==> src/rtl/reduce_gates_accum.sv <==
// AND/OR/XOR reduction of input words, either one result per word (word mode)
// or one result per in_last-terminated frame (frame mode), behind a valid/ready pair.
module reduce_gates_accum #(
  parameter int NBITS = 4,
  parameter int CBITS = 4
) (
  input  logic             clk,
  input  logic             reset,
  input  logic             mode,
  input  logic [NBITS-1:0] in_msg,
  input  logic             in_last,
  input  logic             in_val,
  output logic             in_rdy,
  output logic             out_and,
  output logic             out_nand,
  output logic             out_or,
  output logic             out_nor,
  output logic             out_xor,
  output logic [CBITS-1:0] out_cnt,
  output logic             out_val,
  input  logic             out_rdy
);

  typedef enum logic {IDLE, ACCUM} state_t;

  localparam logic [CBITS-1:0] CNT_MAX = '1;

  state_t           state;
  logic             acc_and;
  logic             acc_or;
  logic             acc_xor;
  logic [CBITS-1:0] acc_cnt;

  logic             in_xfer;
  logic             out_xfer;
  logic             frame_mode;
  logic             produce;
  logic             accumulate;
  logic             nxt_and;
  logic             nxt_or;
  logic             nxt_xor;
  logic [CBITS-1:0] nxt_cnt;

  assign in_rdy   = !out_val || out_rdy;
  assign in_xfer  = in_val && in_rdy;
  assign out_xfer = out_val && out_rdy;
  assign out_nand = ~out_and;
  assign out_nor  = ~out_or;

  // ACCUM is only ever entered in frame mode, so the state itself holds the
  // frame's mode and the live mode input only matters in IDLE.
  assign frame_mode = (state == ACCUM) || mode;
  assign produce    = in_xfer && (!frame_mode || in_last);
  assign accumulate = in_xfer && frame_mode && !in_last;

  // Value of the accumulators once the current word is folded in.
  always_comb begin
    // NOTE: every signal gets a default first so no path leaves it unassigned,
    // which would otherwise infer a latch.
    nxt_and = &in_msg;
    nxt_or  = |in_msg;
    nxt_xor = ^in_msg;
    nxt_cnt = CBITS'(1);
    if (state == ACCUM) begin
      nxt_and = acc_and & (&in_msg);
      nxt_or  = acc_or | (|in_msg);
      nxt_xor = acc_xor ^ (^in_msg);
      nxt_cnt = (acc_cnt == CNT_MAX) ? acc_cnt : acc_cnt + CBITS'(1);
    end
  end

  // NOTE: all state uses non-blocking assignments so every register samples
  // the pre-edge values, independent of statement order.
  always_ff @(posedge clk or negedge reset) begin
    if (!reset) begin
      state   <= IDLE;
      acc_and <= 1'b0;
      acc_or  <= 1'b0;
      acc_xor <= 1'b0;
      acc_cnt <= '0;
      out_and <= 1'b0;
      out_or  <= 1'b0;
      out_xor <= 1'b0;
      out_cnt <= '0;
      out_val <= 1'b0;
    end else begin
      if (produce) begin
        out_and <= nxt_and;
        out_or  <= nxt_or;
        out_xor <= nxt_xor;
        out_cnt <= nxt_cnt;
        out_val <= 1'b1;
        state   <= IDLE;
      end else if (out_xfer) begin
        out_val <= 1'b0;
      end

      if (accumulate) begin
        acc_and <= nxt_and;
        acc_or  <= nxt_or;
        acc_xor <= nxt_xor;
        acc_cnt <= nxt_cnt;
        state   <= ACCUM;
      end
    end
  end

endmodule

==> config.mk <==
export PLATFORM = sky130hd
export DESIGN_NAME = reduce_gates_accum
export DESIGN_NICKNAME = d
export VERILOG_FILES = /design/src/rtl/reduce_gates_accum.sv
export SDC_FILE = /design/constraint.sdc
export NUM_CORES = 1
export LEC_CHECK = 0
export BUFFER_PORTS_ARGS = -buffer_cell sky130_fd_sc_hd__buf_2
export CAP_MARGIN = 40
export CORE_MARGIN = 3
export CORE_UTILIZATION = 40
export DETAILED_ROUTE_END_ITERATION = 8
export GPL_TIMING_DRIVEN = 0
export PLACE_DENSITY = 0.68
export SLEW_MARGIN = 20
export SYNTH_ARGS = -nofsm -noshare
export SYNTH_HDL_FRONTEND = slang
export SYNTH_SLANG_ARGS = --single-unit
==> constraint.sdc <==
create_clock -name clk -period 1.6 [get_ports clk]
set_clock_uncertainty 0.15 [all_clocks]
set_input_delay 0 -clock clk [delete_from_list [all_inputs] [get_ports clk]]
set_output_delay 0 -clock clk [all_outputs]
set_load 0.03 [all_outputs]
* After elaboration in Yosys (flattened, before gate mapping)
Index checks and enable logic that the tools add are counted.
** Storage, ports and cells
- Register bits :: 16
- Bits of input ports :: 10
- Output and inout port bits :: 11
- Logic and storage cells :: 42
** Cells by class
- Add/subtract/negate cells :: 1
- Equality and inequality tests :: 1
- Mux-type cells :: 9
- Bitwise operators :: 5
- Reduce and logical (&&, ||, !) cells :: 16
** Operators with widths (count)
- 2-to-1 mux 4 bit :: 2
- 2-to-1 mux 1 bit :: 7
- logical AND 1 bit :: 5
- adder 4 x 1 -> 4 bit (second input constant) :: 1
- equality test 4 bit (second input constant) :: 1
- AND reduction 4 bit :: 1
- nonzero test 2 bit :: 2
- OR reduction 4 bit :: 1
- parity 4 bit :: 1
- zero test 1 bit :: 3
- logical OR 1 bit :: 3
- NOT 1 bit :: 2
- AND 1 bit :: 1
- bitwise OR 1 bit :: 1
- XOR 1 bit :: 1

* Longest topological paths before layout
Gate-level depths: netlist of the first run.
- Depth after elaboration :: 6
- Gate-level depth with buffers :: 6
- Depth with buffers taken out :: 5

* Worst setup path before layout of the first run
OpenSTA, ideal clock, no wires.
- Kind :: flip-flop to flip-flop
- Start point :: register out_val
- End point :: register out_cnt[0]
- Setup time :: 121 ps
- Data arrival time :: 1300 ps
- Data required time :: 1329 ps
- Setup slack :: 29 ps
- Cell stages (with the launch flop) :: 7
- Path buffers :: 2
- Clock period less this slack :: 1571 ps
- Path through :: dfrtp_1 nand2b_1 buf_4 and3_1 buf_2 nand2_1 o22a_1
** On the way
- Cells in the longest elaborated chain, start to end :: 4
** Ends and longest elaborated chain
- start, declared :: RTL line 20 : output logic out_val,
- start signal, assigned :: RTL line 85 : out_val <= 1'b0;
- start signal, assigned :: RTL line 92 : out_val <= 1'b1;
- start signal, assigned :: RTL line 95 : out_val <= 1'b0;
- zero test 1 bit :: RTL line 44 : assign in_rdy = !out_val || out_rdy;
- logical OR 1 bit :: RTL line 44
- named net in_rdy :: RTL line 13 : output logic in_rdy,
- logical AND 1 bit :: RTL line 45 : assign in_xfer = in_val && in_rdy;
- logical AND 1 bit :: RTL line 53 : assign produce = in_xfer && (!frame_mode || in_last);
- end signal, assigned :: RTL line 91 : out_cnt <= nxt_cnt;
- end, declared :: RTL line 19 : output logic [CBITS-1:0] out_cnt,
The timed path passes the listed nets, and every way through them passes these cells.
A chain may end at the register's enable or synchronous reset.

* Worst setup path in the final report of the first run
- Start point :: register state
- End point :: register out_cnt[0]
** On the way
- Cells in the longest elaborated chain, start to end :: 4
- Elaborated cells on any way between the ends :: 5
- Those cells by class :: mux: 1; reduce/logical: 4
** Ends and longest elaborated chain
- start, declared :: RTL line 28 : state_t state;
- start signal, assigned :: RTL line 76 : state <= IDLE;
- start signal, assigned :: RTL line 93 : state <= IDLE;
- start signal, assigned :: RTL line 103 : state <= ACCUM;
- logical OR 1 bit :: RTL line 52 : assign frame_mode = (state == ACCUM) || mode;
- zero test 1 bit :: RTL line 53
- logical OR 1 bit :: RTL line 53
- logical AND 1 bit :: RTL line 53
Several ways; a longest one is shown, not always the timed one.

==> key figures, run 1 <==
CTS
  – Clock Path Buffers: 2
  – Root Buffer: clkbuf_4
  – # H-tree levels: 1
  – Clock Pin Slew Worst Setup and Hold Paths: 0.10 ns
  – Clock sink count: 16
  – Number of buffers created by CTS: 3
  – Clk Latency, worst-skew pair: 0.28 ns
  – CTS tree: done

Synth
  – Synth Area per Inst: 9.322 µm²
  – Synth top cells by count: dfrtp_1, nand2_1, inv_1, a21oi_1
  – Post-synth EDFFs: 0
  – Synth area leaders: dfrtp_1, ha_1, a21oi_1
  – Post-synth top flop: dfrtp_1
  – Post-synthesis instance area: 848.3 µm²
  – Cell with the most instances after synthesis: dfrtp_1
  – Synth Net Count: 106
  – Synth top area share: 0.4720
  – Cells after Synth: 91
  – Async SR Flop Fraction: 1.000
  – Post-synth top area cell: dfrtp_1
  – Synth cell types: 29
  – Yosys reg bits: 16
  – Register area share after synthesis: 0.4720
  – Total number of yosys warnings: 0

Finish
  – Non-filler cells, final: 147
  – Diodes inserted: 0
  – Top Registers: acc_cnt x4, out_cnt x4
  – Layout cell share with drive strength beyond 1: 0.2667
  – Nets: 136
  – Area growth syn-to-layout: 27.58%

Detailed routing
  – DRT Wirelength: 1.842 mm
  – First-pass DRT Iterations: 4
  – DRC Markers: 0
  – Wire per inst: 12.53 µm
  – 1st-iter DRT viols: 18
  – Detail Route Antenna Nets: 0
  – DR vias/cell: 5.102
  – Vias: 750

Placement
  – GPL Wtd Cong: 0.7705
  – Port Buffer Count: 20
  – # placed instances: 138
  – Pre-CTS setup slack: 0.02534 ns
  – HPWL after detailed placement: 1.314 mm

Timing
  – Setup slack after layout: 0.09397 ns
  – Slew @ Worst Pin: 0.4176 ns
  – Crit path time final: 1.506 ns
  – Rel. slew slack: 0.7216
  – Period utilisation layout: 0.9413
  – Max Slew Vio Count: 0
  – Setup violations, final: 0
  – RSZ-0062 raised after global routing: no
  – Setup_tns: 0 ns
  – Maximum clock frequency: 664.0 MHz
  – Fin. Hold Viols: 0

Die
  – IO Count: 21
  – Cell Rows: 16
  – Core area: 1982 µm²
  – Die height: 52.05 µm
  – Starting Density: 0.4280
  – Die Wd: 52.05 µm
  – Full die area: 2709 µm²

Global route
  – Largest net degree at the start of global routing: 17
  – Remaining Overflow, GRT: 0
  – First-pass GRT wire length: 3.029 mm
  – GRT Total Usage: 0.1505
  – Vias in the first global route: 704
  – Initial antenna violation count: 0

Power
  – LEAKAGE: 0.0005444 µW
  – PD cells: 1315 nW/µm²
  – Maximum vdd drop: 637.2 µV
  – Total design power: 1424 µW

Worst setup path
  – Cell Chain, Critical Path: o21bai_2 -> and3_1 -> buf_2 -> nand2_1 -> o22a_1
  – WP data required: 1.63 ns
  – Worst setup path class: reg -> reg
  – CP max FO: 6
  – CP endpoint kind: flop
  – Crit-path slowest cell: dfrtp_1
  – Slowest cell delay on critical path: 0.45 ns
  – Crit start category: flop
  – Worst endpoint data arrival time: 1.54 ns

Hold path
  – Hold crit path type: in -> async

Run status
  – Status: finished clean

Job
  – Max-Cap Viols: 0
==> what timing repair did <==
item                                    CTS  global route
endpoints found under the setup margin    0             7
buffers inserted                          0             0
hold endpoints to repair                 20             0
hold buffers                              5             0
gates resized for setup                   0             3
==> power breakdown <==
part	internal, µW	switching (µW)
Sequential	524	93.3
Combinational	204	332
Clock	138	131
==> final cells by class <==
class | instances | area, µm²
fill | 179 | 899.6
multi-input combinational | 61 | 396.6
tap | 27 | 33.78
clock buffer | 4 | 36.28
buffer | 4 | 27.53
sequential | 16 | 400.4
timing repair buffer | 25 | 150.1
inverter | 10 | 37.54
==> cells by family after synthesis <==
logic type	Yosys count	share of synthesized area
mux	1	0.01180
flops	16	0.4720
compound gates	25	0.1918
fa+ha+maj	5	0.07375
xor+xnor	2	0.02065
simple gates	28	0.1534
buf+inv	14	0.07669
==> placed cells by master, fill, tap and decap left out, types with 2 or more instances in the layout <==
cell type / netlist / routed
xor2_1: 2 / 2
clkbuf_4: 0 / 3
buf_2: 1 / 21
dlygate4sd3_1: 0 / 5
nand2_1: 12 / 12
nand3_2: 0 / 2
o22ai_1: 2 / 2
nor2_1: 5 / 5
dfrtp_1: 16 / 16
nand4_1: 2 / 2
ha_1: 5 / 5
and3_1: 4 / 4
o21ai_0: 4 / 4
a21oi_1: 9 / 9
inv_1: 10 / 10
==> stage by stage <==
stage / instance area, µm² / hold WS (ns) / utilization
6_report: 1082 / 0.0008424 / 0.5461
3_5_place_dp: 982.2 / -0.2082 / 0.4956
5_1_grt: 1082 / 0.01910 / 0.5461
4_1_cts: 1069 / 0.006816 / 0.5391
2_1_floorplan: 848.3 / -0.4456 / -
3_3_place_gp: 982.2 / -0.2160 / 0.4956
==> worst paths after layout <==
path                         endpoint  cells after the start       start  slack [ns]
setup reg to reg           out_cnt[0]                      5       state        0.09
setup / recovery           out_cnt[0]                      5       state        0.09
hold reg to reg            out_cnt[2]                      2  out_cnt[2]        0.32
hold / removal                acc_xor                      2       reset      0.0008
min in group clk              acc_and                      4   in_msg[1]        0.05
max in group asynchronous  acc_cnt[1]                      2       reset        1.03
==> layer usage <==
metal	vias to the layer above	wire [µm]	part of all wire	GRT usage
li1	376	-	-	-
met1	356	811	0.44	0.1763
met2	18	960	0.52	0.2720
met3	0	69	0.037	0.01719
met4	0	0	0	0.06550
met5	-	0	0	0
==> critical path, delay by kind of cell (launching register included) <==
family / cells / cell delay (ns)
buffers and inverters: 1 / 0.17
AND/OR/NAND/NOR: 2 / 0.27
AO/OA/AOI/OAI: 2 / 0.37
flip-flops: 1 / 0.45
(Power assumes the default switching activity.)
==> run 2, diff against run 1 <==
--- a/config.mk
+++ b/config.mk
@@ -11,7 +11,6 @@
 export CORE_UTILIZATION = 40
 export DETAILED_ROUTE_END_ITERATION = 8
 export GPL_TIMING_DRIVEN = 0
-export PLACE_DENSITY = 0.68
 export SLEW_MARGIN = 20
 export SYNTH_ARGS = -nofsm -noshare
 export SYNTH_HDL_FRONTEND = slang
==> constraint.sdc (replaced) <==
create_clock -name clk -period 1.6 [get_ports clk]
set_clock_uncertainty 0.15 [all_clocks]
set_input_delay 0 -clock clk [delete_from_list [all_inputs] [get_ports clk]]
set_output_delay 0 -clock clk [all_outputs]
set_load 0.02 [all_outputs]
==> run 2 against run 1 <==
Effect of this change:
- the run now ends with hold timing left
- first-iteration DRC count is 56% lower
- clock power is 2% lower
- worst setup slack better by 0.0081 ns
- via count is 0.53% lower
- non-clock buffer count is 1 higher
==> key figures, run 2 (synthesis gave the netlist of run 1 again) <==
Run status
  – Status: complete, but fails checks
  – Failing checks: hold timing

Hold path
  – Hold crit path type: in -> async

Timing
  – Crit path time final: 1.498 ns (-0.008123 ns)
  – Maximum clock frequency: 667.6 MHz (+0.54%)
  – Setup_tns: 0 ns (unchanged)
  – Hold slack final: -0.001541 ns (-0.002384 ns)
  – RSZ-0062 raised after global routing: yes
  – Fin. Hold Viols: 3 (+3)
  – Rel. slew slack: 0.6868 (-0.03478)
  – Period utilisation layout: 0.9362 (-0.005077)
  – Setup violations, final: 0 (unchanged)
  – Slew @ Worst Pin: 0.4698 ns (+0.05217 ns)
  – Max Slew Vio Count: 0 (unchanged)

Die
  – Full die area: 2709 µm² (unchanged)
  – Cell Rows: 16 (unchanged)
  – Core area: 1982 µm² (unchanged)
  – Die Wd: 52.05 µm (unchanged)
  – IO Count: 21 (unchanged)
  – Die height: 52.05 µm (unchanged)
  – Starting Density: 0.4280 (unchanged)

Worst setup path
  – CP max FO: 8 (+2)
  – Worst R2R End: out_or
  – CP endpoint kind: flop
  – Reg2Reg Depth: 4 (-1)
  – RR Startpoint: state
  – Worst endpoint data arrival time: 1.51 ns (-0.03 ns)
  – Cell Chain, Critical Path: o21bai_1 -> nand3_1 -> a211oi_1 -> a21oi_1
  – WP data required: 1.62 ns (about the same)
  – Crit-path slowest cell: dfrtp_1
  – Flop-to-flop setup slack: 0.10 ns (about the same)
  – CP Buf/Inv Count: 0 (-1)
  – Worst setup path class: reg -> reg
  – Delay-heaviest family, CP: compound AO/OA/AOI/OAI gates
  – Crit start category: flop
  – Slowest cell delay on critical path: 0.43 ns (-0.02 ns)

Finish
  – Layout cell share with drive strength beyond 1: 0.2727 (+0.006061)
  – Most common cell after layout, fill and taps aside: buf_2
  – Top Registers: acc_cnt x4, out_cnt x4
  – Diodes inserted: 0 (unchanged)
  – Commonest non-fill, non-tap cells in the layout: buf_2, dfrtp_1, nand2_1, inv_1, a21oi_1
  – Fillers: 191 (+6.7%)
  – Area growth syn-to-layout: 27.88%
  – Nets: 137 (+0.74%)

Global route
  – Global Route met2 Usage: 0.2469 (-0.02510)
  – Gr busiest metal: met2
  – Largest net degree at the start of global routing: 17 (unchanged)
  – Met3 Resource Use GR: 0.01719 (unchanged)
  – Vias in the first global route: 741 (+5.3%)
  – Initial antenna violation count: 0 (unchanged)
  – Met1 usage: 0.1978 (+0.02158)
  – GRT Total Usage: 0.1505 (unchanged)
  – Remaining Overflow, GRT: 0 (unchanged)
  – First-pass GRT wire length: 3.063 mm (+1.1%)

Detailed routing
  – DR vias/cell: 5.041 (-1.2%)
  – Vias: 746 (-0.53%)
  – First-pass DRT Iterations: 4 (unchanged)
  – Wire per inst: 11.61 µm (-7.4%)
  – DRT Wirelength: 1.718 mm (-6.7%)
  – DRC Markers: 0 (unchanged)
  – 1st-iter DRT viols: 8 (-10)
  – Detail Route Antenna Nets: 0 (unchanged)

Power
  – Total design power: 1376 µW (-3.4%)
  – LEAKAGE: 0.0005456 µW (+0.22%)
  – PD cells: 1268 nW/µm² (-3.6%)
  – Maximum vdd drop: 762.7 µV (+20%)

CTS
  – Number of buffers created by CTS: 3 (unchanged)
  – # H-tree levels: 1 (unchanged)
  – Clock Pin Slew Worst Setup and Hold Paths: 0.09 ns (about the same)
  – Clock sink count: 16 (unchanged)
  – Clk Latency, worst-skew pair: 0.28 ns (about the same)
  – CTS tree: done
  – Root Buffer: clkbuf_4
  – Clock Path Buffers: 2 (unchanged)

Job
  – Max-Cap Viols: 0 (unchanged)

Placement
  – HPWL after detailed placement: 1.279 mm (-2.7%)
  – Port Buffer Count: 20 (unchanged)
  – GPL Wtd Cong: 0.7566 (-1.8%)
run 2: what timing repair did:
item / 4_1_cts / 5_1_grt
setup buffers: 0 / 1
setup endpoints to repair: 0 / 6
hold buffers: 5 / 0
resized for setup: 0 / 3
hold endpoints to repair: 19 / 0
run 2: stage by stage:
| step | worst slack, ns | hold WS (ns) | util | cell area [µm²] | std cells |
|---|---|---|---|---|---|
| after floorplan | 0.1093 | -0.4456 | - | 848.3 | 91 |
| final | 0.1021 | -0.001541 | 0.5473 | 1085 | 148 |
| after CTS | 0.02675 | 0.01094 | 0.5391 | 1069 | 147 |
| after global placement | 0.04012 | -0.2149 | 0.4956 | 982.2 | 138 |
| after detailed placement | 0.04116 | -0.2108 | 0.4956 | 982.2 | 138 |
| after global routing | -0.02696 | 0.03419 | 0.5473 | 1085 | 148 |
run 2: power by group:
| group | internal (µW) | total (µW) | switching (µW) |
|---|---|---|---|
| Combinational | 208 | 492 | 284 |
| Sequential | 527 | 619 | 92.5 |
| Clock | 138 | 264 | 126 |
run 2: worst max-delay path by stage:
stage          startpoint    endpoint  depth (start not counted)
6_report            state      out_or                          4
5_1_grt             state      out_or                          4
4_1_cts        acc_cnt[0]  acc_cnt[0]                          5
3_5_place_dp   acc_cnt[0]  acc_cnt[0]                          5
3_3_place_gp   acc_cnt[0]  acc_cnt[0]                          5
2_1_floorplan     out_val  out_cnt[0]                          6
run 2: cell type report:
| class | count | area, µm² | share of cell area |
|---|---|---|---|
| repair buffers | 26 | 157.7 | 0.1453 |
| plain buffers | 4 | 27.53 | 0.02537 |
| multi-input cells | 61 | 390.4 | 0.3599 |
| inverters | 10 | 37.54 | 0.03460 |
| clock buffers | 4 | 36.28 | 0.03345 |
| flip-flops and latches | 16 | 401.6 | 0.3702 |
| well taps | 27 | 33.78 | 0.03114 |
run 2: metal layers:
metal  share of wire  up-vias
li1                -      377
met1            0.49      349
met2            0.46       18
met3           0.047        2
met4          0.0081        0
met5               0        -
